--- src/rtl/ic_mem_resp.sv ---
// ---------------------------------------------------------------------------
// ic_mem_resp
//
// DRAM-side responder for the icache line-fill interface. Line read requests
// from the icache are queued in a small FIFO and served strictly in order:
// one 4-beat 32-bit burst is requested from the DRAM backend per line, the
// beats are assembled into a 128-bit line, and the line is returned together
// with its xid as a single-cycle mem_ic_valid pulse.
//
// Ports
//   clk           in   1    clock
//   rst           in   1    synchronous reset, active-high
//   ic_mem_addr   in   23   line address [26:4] of the request
//   ic_mem_xid    in   2    icache transaction id
//   ic_mem_re     in   1    request valid
//   mem_ic_ready  out  1    request FIFO can accept (low when full or in reset)
//   mem_ic_valid  out  1    line return pulse, one cycle, no backpressure
//   mem_ic_xid    out  2    xid of the returned line
//   mem_ic_data   out  128  returned line, word i at [i*32 +: 32]
//   dram_req      out  1    burst request valid
//   dram_addr     out  23   burst line address [26:4]
//   dram_gnt      in   1    backend accepts the burst this cycle
//   dram_rvalid   in   1    read beat valid
//   dram_rdata    in   32   read beat data, ascending word order
//   resp_err      out  1    sticky: a beat arrived outside the DATA state
// ---------------------------------------------------------------------------
module ic_mem_resp #(
    parameter int REQ_DEPTH    = 4,
    parameter int LG_REQ_DEPTH = 2
) (
    input  logic          clk,
    input  logic          rst,
    input  logic [22:0]   ic_mem_addr,
    input  logic [1:0]    ic_mem_xid,
    input  logic          ic_mem_re,
    output logic          mem_ic_ready,
    output logic          mem_ic_valid,
    output logic [1:0]    mem_ic_xid,
    output logic [127:0]  mem_ic_data,
    output logic          dram_req,
    output logic [22:0]   dram_addr,
    input  logic          dram_gnt,
    input  logic          dram_rvalid,
    input  logic [31:0]   dram_rdata,
    output logic          resp_err
);

    typedef enum logic [1:0] {
        IDLE = 2'd0,
        REQ  = 2'd1,
        DATA = 2'd2,
        RESP = 2'd3
    } state_t;

    localparam logic [LG_REQ_DEPTH:0]   FULL_CNT = (LG_REQ_DEPTH + 1)'(REQ_DEPTH);
    localparam logic [LG_REQ_DEPTH:0]   CNT_ONE  = (LG_REQ_DEPTH + 1)'(1);
    localparam logic [LG_REQ_DEPTH-1:0] PTR_ONE  = LG_REQ_DEPTH'(1);

    state_t state_q, state_d;

    // Request FIFO
    logic [22:0]             fifo_addr [REQ_DEPTH];
    logic [1:0]              fifo_xid  [REQ_DEPTH];
    logic [LG_REQ_DEPTH-1:0] wr_ptr, rd_ptr;
    logic [LG_REQ_DEPTH:0]   count;
    logic                    full, empty, push, pop;

    // Line assembly and returned-line registers
    logic [1:0]        beat_q;
    logic [1:0]        xid_q;
    logic [2:0][31:0]  line_buf;     // words 0..2; word 3 goes straight to the output
    logic [1:0]        out_xid;
    logic [127:0]      out_data;
    logic              beat_in_data;
    logic              last_beat;

    assign full  = (count == FULL_CNT);
    assign empty = (count == '0);

    // Full is judged on the registered count, so a pop in the same cycle
    // never makes room for that cycle's push.
    assign mem_ic_ready = ~rst & ~full;
    assign push         = ic_mem_re & mem_ic_ready;
    assign pop          = (state_q == REQ) & dram_gnt;

    assign beat_in_data = (state_q == DATA) & dram_rvalid;
    assign last_beat    = beat_in_data & (beat_q == 2'd3);

    // NOTE: FIFO storage and the line buffer are datapath only; valid data is
    // tracked by count/state, so they carry no reset.
    always_ff @(posedge clk) begin
        if (push) begin
            fifo_addr[wr_ptr] <= ic_mem_addr;
            fifo_xid[wr_ptr]  <= ic_mem_xid;
        end
        if (beat_in_data) begin
            case (beat_q)
                2'd0:    line_buf[0] <= dram_rdata;
                2'd1:    line_buf[1] <= dram_rdata;
                2'd2:    line_buf[2] <= dram_rdata;
                default: ;
            endcase
        end
    end

    // NOTE: state is updated with non-blocking assignments so every register
    // samples the pre-edge values regardless of statement order.
    always_ff @(posedge clk) begin
        if (rst) begin
            state_q  <= IDLE;
            wr_ptr   <= '0;
            rd_ptr   <= '0;
            count    <= '0;
            beat_q   <= '0;
            xid_q    <= '0;
            out_xid  <= '0;
            out_data <= '0;
            resp_err <= 1'b0;
        end else begin
            state_q <= state_d;

            if (push) wr_ptr <= wr_ptr + PTR_ONE;
            if (pop)  rd_ptr <= rd_ptr + PTR_ONE;

            case ({push, pop})
                2'b10:   count <= count + CNT_ONE;
                2'b01:   count <= count - CNT_ONE;
                default: ;
            endcase

            if (pop) begin
                xid_q  <= fifo_xid[rd_ptr];
                beat_q <= '0;
            end else if (beat_in_data) begin
                beat_q <= beat_q + 2'd1;
            end

            // The returned line is loaded in one shot on the last beat, so
            // mem_ic_data/xid stay stable while the next line is assembled.
            if (last_beat) begin
                out_data <= {dram_rdata, line_buf};
                out_xid  <= xid_q;
            end

            if (dram_rvalid && (state_q != DATA)) resp_err <= 1'b1;
        end
    end

    // NOTE: every output of this block gets a default first so no path can
    // leave a value unassigned and infer a latch.
    always_comb begin
        state_d      = state_q;
        dram_req     = 1'b0;
        dram_addr    = '0;
        mem_ic_valid = 1'b0;
        mem_ic_xid   = out_xid;
        mem_ic_data  = out_data;

        case (state_q)
            IDLE: begin
                if (!empty) state_d = REQ;
            end
            REQ: begin
                dram_req  = 1'b1;
                dram_addr = fifo_addr[rd_ptr];
                if (dram_gnt) state_d = DATA;
            end
            DATA: begin
                if (last_beat) state_d = RESP;
            end
            RESP: begin
                mem_ic_valid = 1'b1;
                state_d      = empty ? IDLE : REQ;
            end
            default: state_d = IDLE;
        endcase
    end

endmodule

--- config.mk ---
export PLATFORM = sky130hd
export DESIGN_NAME = ic_mem_resp
export DESIGN_NICKNAME = d
export VERILOG_FILES = /design/src/rtl/ic_mem_resp.sv
export SDC_FILE = /design/constraint.sdc
export NUM_CORES = 1
export LEC_CHECK = 0
export BUFFER_PORTS_ARGS = -buffer_cell sky130_fd_sc_hd__buf_2
export CELL_PAD_IN_SITES_DETAIL_PLACEMENT = 1
export CELL_PAD_IN_SITES_GLOBAL_PLACEMENT = 1
export CORE_MARGIN = 5
export CORE_UTILIZATION = 40
export DETAILED_ROUTE_END_ITERATION = 7
export PLACE_DENSITY_LB_ADDON = 0.1
export SETUP_SLACK_MARGIN = 0.4
export SYNTH_ARGS = -nofsm -noshare
export SYNTH_HDL_FRONTEND = slang
export SYNTH_SLANG_ARGS = --single-unit
--- constraint.sdc ---
create_clock -name clk -period 2.3 [get_ports clk]
set_input_delay 0.115 -clock clk [delete_from_list [all_inputs] [get_ports clk]]
set_output_delay 0.115 -clock clk [all_outputs]
set_load 0.01 [all_outputs]
==> summary.md <==
| Metric | Value |
|---|---|
| Vias in the first global route | `about 8500` |
| R2r worst-path depth | `9` |
| Clk network pwr share | `about two fifths` |
| Critical Path Sink Type | `output pin` |
| Status | `complete, no violations` |
| CTS tree | `yes` |
| Power per cell area | `892 nW/um^2` |
| CP Max Fanout | `5` |
| Share of cells above drive strength 1 | `between 20% and 30%` |
| FF/Latch Area | `between 8000 and 9000 sq um` |
| Avg Synthesized Cell Area | `roughly 13 sq um` |
| First-pass GRT wire length | `~47000 um` |
| Synth Warn # | `0` |
| Mapped Area | `12100 sq um` |
| DR iter-0 viols | `~380` |
| Slowest stage delay, CP | `between 0.5 and 0.6 ns` |
| Worst R2R Setup Slack | `about 0.40 ns` |
| Die W | `~180 um` |
| Crit-path cells | `buf_12, buf_16, mux4_2, and2_4, buf_6` |
| TNS Setup | `0 ns` |
| # DRC | `0` |
| Critical Path Start Type | `flop` |
| Slowest cell on the critical path | `mux4_2` |
| CTS root buf | `clkbuf_16` |
| Via/cell ratio | `4.89` |
| Initial Util | `between 40 and 50%` |
| Switching share of power | `between 20% and 30%` |
| Routed wire length | `31100 um` |
| Worst-Margin Slew | `0.879 ns` |
| Via count | `approximately 8000` |
| Static Leakage | `roughly 5.9 nW` |
| Post-Syn Instances | `roughly 900` |
| Initial antenna violation count | `1` |
| Die H | `184 um` |
| NumNets Final | `roughly 1300` |
| Slew Viols, Final | `0` |
| Period utilisation layout | `a little over 90%` |
| FILL cells | `between 3000 and 4000` |
| Max Cap Viol | `0` |
| Fmax | `between 400 and 500 MHz` |
| GPL Wtd Cong | `0.701` |
| Reg power frac | `47.8%` |
| Port bufs | `between 200 and 250` |
| Worst Hold Launch | `dram_gnt` |
| First-pass detailed-route iteration total | `4` |
| Most common cell after layout, fill and taps aside | `nand2_1` |
| NetSw | `~3.2 mW` |
| Dpl hpwl | `approximately 18000 um` |
| Peak supply drop | `589 uV` |
| Worst hold stages | `4` |
| CTS Buffer Depth | `3` |
| Reg clk slew, reported paths | `0.06 ns` |
| RSZ-0062 raised after global routing | `yes` |
| GRT Overall Usage | `17.7%` |
| Num CTS Buffers | `37` |
| Int Pwr | `11.0 mW` |
| Type of the worst setup path | `reg2out` |
| Hold WC Path Type | `in2reg` |
| Placed instance area | `between 10000 and 15000 sq um` |
| Grt total ovfl | `0` |
| Worst Skew | `~0.013 ns` |
| Seq cells post-synth | `342` |
| CP arrival | `between 1.5 and 2 ns` |
| Worst EP required | `between 2 and 2.5 ns` |
| Area of the multi-input gates | `3010 sq um` |
| Syn nets | `slightly below 1000` |
| Crit path time final | `~2.1 ns` |
| Full die area | `33700 sq um` |
| Routed WL per cell | `19.1 um` |
| Core Region | `about 30000 sq um` |
| Final-report hold violation count | `0` |
| Sink Count | `~340` |
| H-tree levels | `2` |
| Largest net degree at the start of global routing | `150` |
| Comb pwr share | `between 10% and 20%` |
| # setup viols final | `0` |
| Slew margin rel. | `41.4%` |
| Reg2reg start | `state_q[1]$_SDFFE_PP0P_` |
| Placement Rows | `63` |
| Unique masters post-synth | `33` |
| Hold Path End | `beat_q[1]$_SDFFE_PP0P_` |
| Clk_lat worst skew | `just over 0.5 ns` |
| Sequential area share after synthesis | `approximately 73%` |
| Routed Antenna Nets | `0` |
| P&R area growth vs syn | `31.5%` |
| I/O pin cnt | `between 200 and 250` |
| Post-route cell area | `between 15000 and 20000 sq um` |
| Most frequent cells in the layout | `nand2_1 (264), edfxtp_1 (196), buf_2 (195), dfxtp_1 (141), a21oi_1 (135)` |
| RR Endpoint | `count[2]$_SDFFE_PP0P_` |
-- cells in the mapped netlist --
master      n  area [sq um]
xor2_1      3          26.3
mux2i_1     4          40.0
nand2_1   264           991
and3_1      3          18.8
nand4b_1    1          8.76
nor2_2      1          6.26
a21o_1      1          7.51
fa_1        1          20.0
buf_1       2          7.51
mux4_2     25           563
xnor2_1     3          26.3
and2_1     28           175
dfxtp_1   146          2920
inv_2       1          3.75
ha_1       14           175
clkbuf_1   18          67.6
buf_6      14           158
edfxtp_1  196          5890
a21oi_1   136           681
a211oi_4    1          20.0
inv_1      11          41.3
o21ai_0     1          5.00
o31ai_1     1          7.51
o311ai_1    1          8.76
or3_1       1          6.26
nor2b_1     1          6.26
or4b_1      1          10.0
a221oi_2    1          15.0
nor3_1      2          10.0
nor3_2      1          10.0
nor2_1     13          48.8
nand3_1     1          5.00
buf_2      18          90.1
-- sequential cells by signal, summed over array words and instances (netlist names), named ones only --
register and flops:
beat_q 2, count 3, fifo_addr 92, fifo_xid 8, line_buf 96, mem_ic_data 128, mem_ic_xid 2, rd_ptr 2
resp_err 1, state_q 2, wr_ptr 2, xid_q 2
-- area by class of cell --
type                            instances  share of cell area, %
Sequential cell                       342                   55.6
Multi-Input combinational cell        509                   19.0
Timing Repair Buffer                  309                   14.6
Clock buffer                           63                   7.16
Tap cell                              390                   3.07
Clock inverter                          5                  0.331
Inverter                               12                  0.300
Antenna cell                            1                 0.0158
-- how the worst max path moves through the flow --
stage / start / to / slack, ns
after floorplan: state_q[1]$_SDFFE_PP0P_ / count[2]$_SDFFE_PP0P_ / 0.29
after global placement: state_q[1]$_SDFFE_PP0P_ / count[2]$_SDFFE_PP0P_ / 0.33
after global routing: flop / dram_addr[3] / 0.17
after CTS: flop / dram_addr[14] / 0.20
after detailed placement: count[0]$_SDFFE_PP0P_ / count[2]$_SDFFE_PP0P_ / 0.28
final: flop / dram_addr[3] / 0.22
-- power groups by stage --
stage	combinational [mW]	sequential [mW]	clock [mW]
6_report	1.63	6.77	5.76
5_1_grt	1.78	6.78	6.19
4_1_cts	1.57	6.76	5.91
3_5_place_dp	1.18	6.89	0
3_3_place_gp	1.17	6.88	0
2_1_floorplan	0.750	6.85	0
-- timing repair --
action                                 in CTS  in global routing
setup endpoints to repair                  44                 65
hold buffers                               58                  0
setup buffers                               9                  1
cloned                                      1                  2
endpoints found under the hold margin     229                  0
gates resized for setup                    46                 28
pin swaps                                   2                  2
-- cell families (layout without fill, tap and decap cells) --
kind of cell	after synthesis	count (layout)	share of synthesized area [%]
flip-flops	342	342	73.0
AO/OA/AOI/OAI	142	142	6.17
XOR/XNOR	6	6	0.436
AND/OR/NAND/NOR	317	317	10.7
multiplexers	29	29	5.00
buffers and inverters	64	389	3.05
other	0	1	0
adder cells (fa/ha/maj)	15	15	1.62
-- critical path, delay by kind of cell (launching register included) --
kind          cells  cell delay [ns]
mux               1             0.51
simple gates      1             0.18
buf+inv           3             0.35
flops             1             0.42
-- layer usage --
metal / vias up / share of wire, % / GRT usage, %
met1: 3965 / 42 / 22.3
met4: 0 / 1.7 / 4.05
li1: 3775 / - / -
met2: 193 / 51 / 31.4
met5: - / 0 / 0
met3: 40 / 5.6 / 3.64
-- stage by stage --
stage | total power, mW | setup WS (ns) | cells | utilization [%] | hold WS (ns)
after floorplan | 7.60 | 0.292 | 915 | - | 0.214
after global placement | 8.05 | 0.334 | 1491 | 46.0 | 0.329
after detailed placement | 8.07 | 0.284 | 1491 | 46.0 | 0.331
after CTS | 14.2 | 0.205 | 1627 | 53.0 | 0.0827
after global routing | 14.8 | 0.165 | 1631 | 53.4 | 0.125
final | 14.2 | 0.219 | 1631 | 53.4 | 0.110
Note: power is estimated with default switching activity, not from simulation.
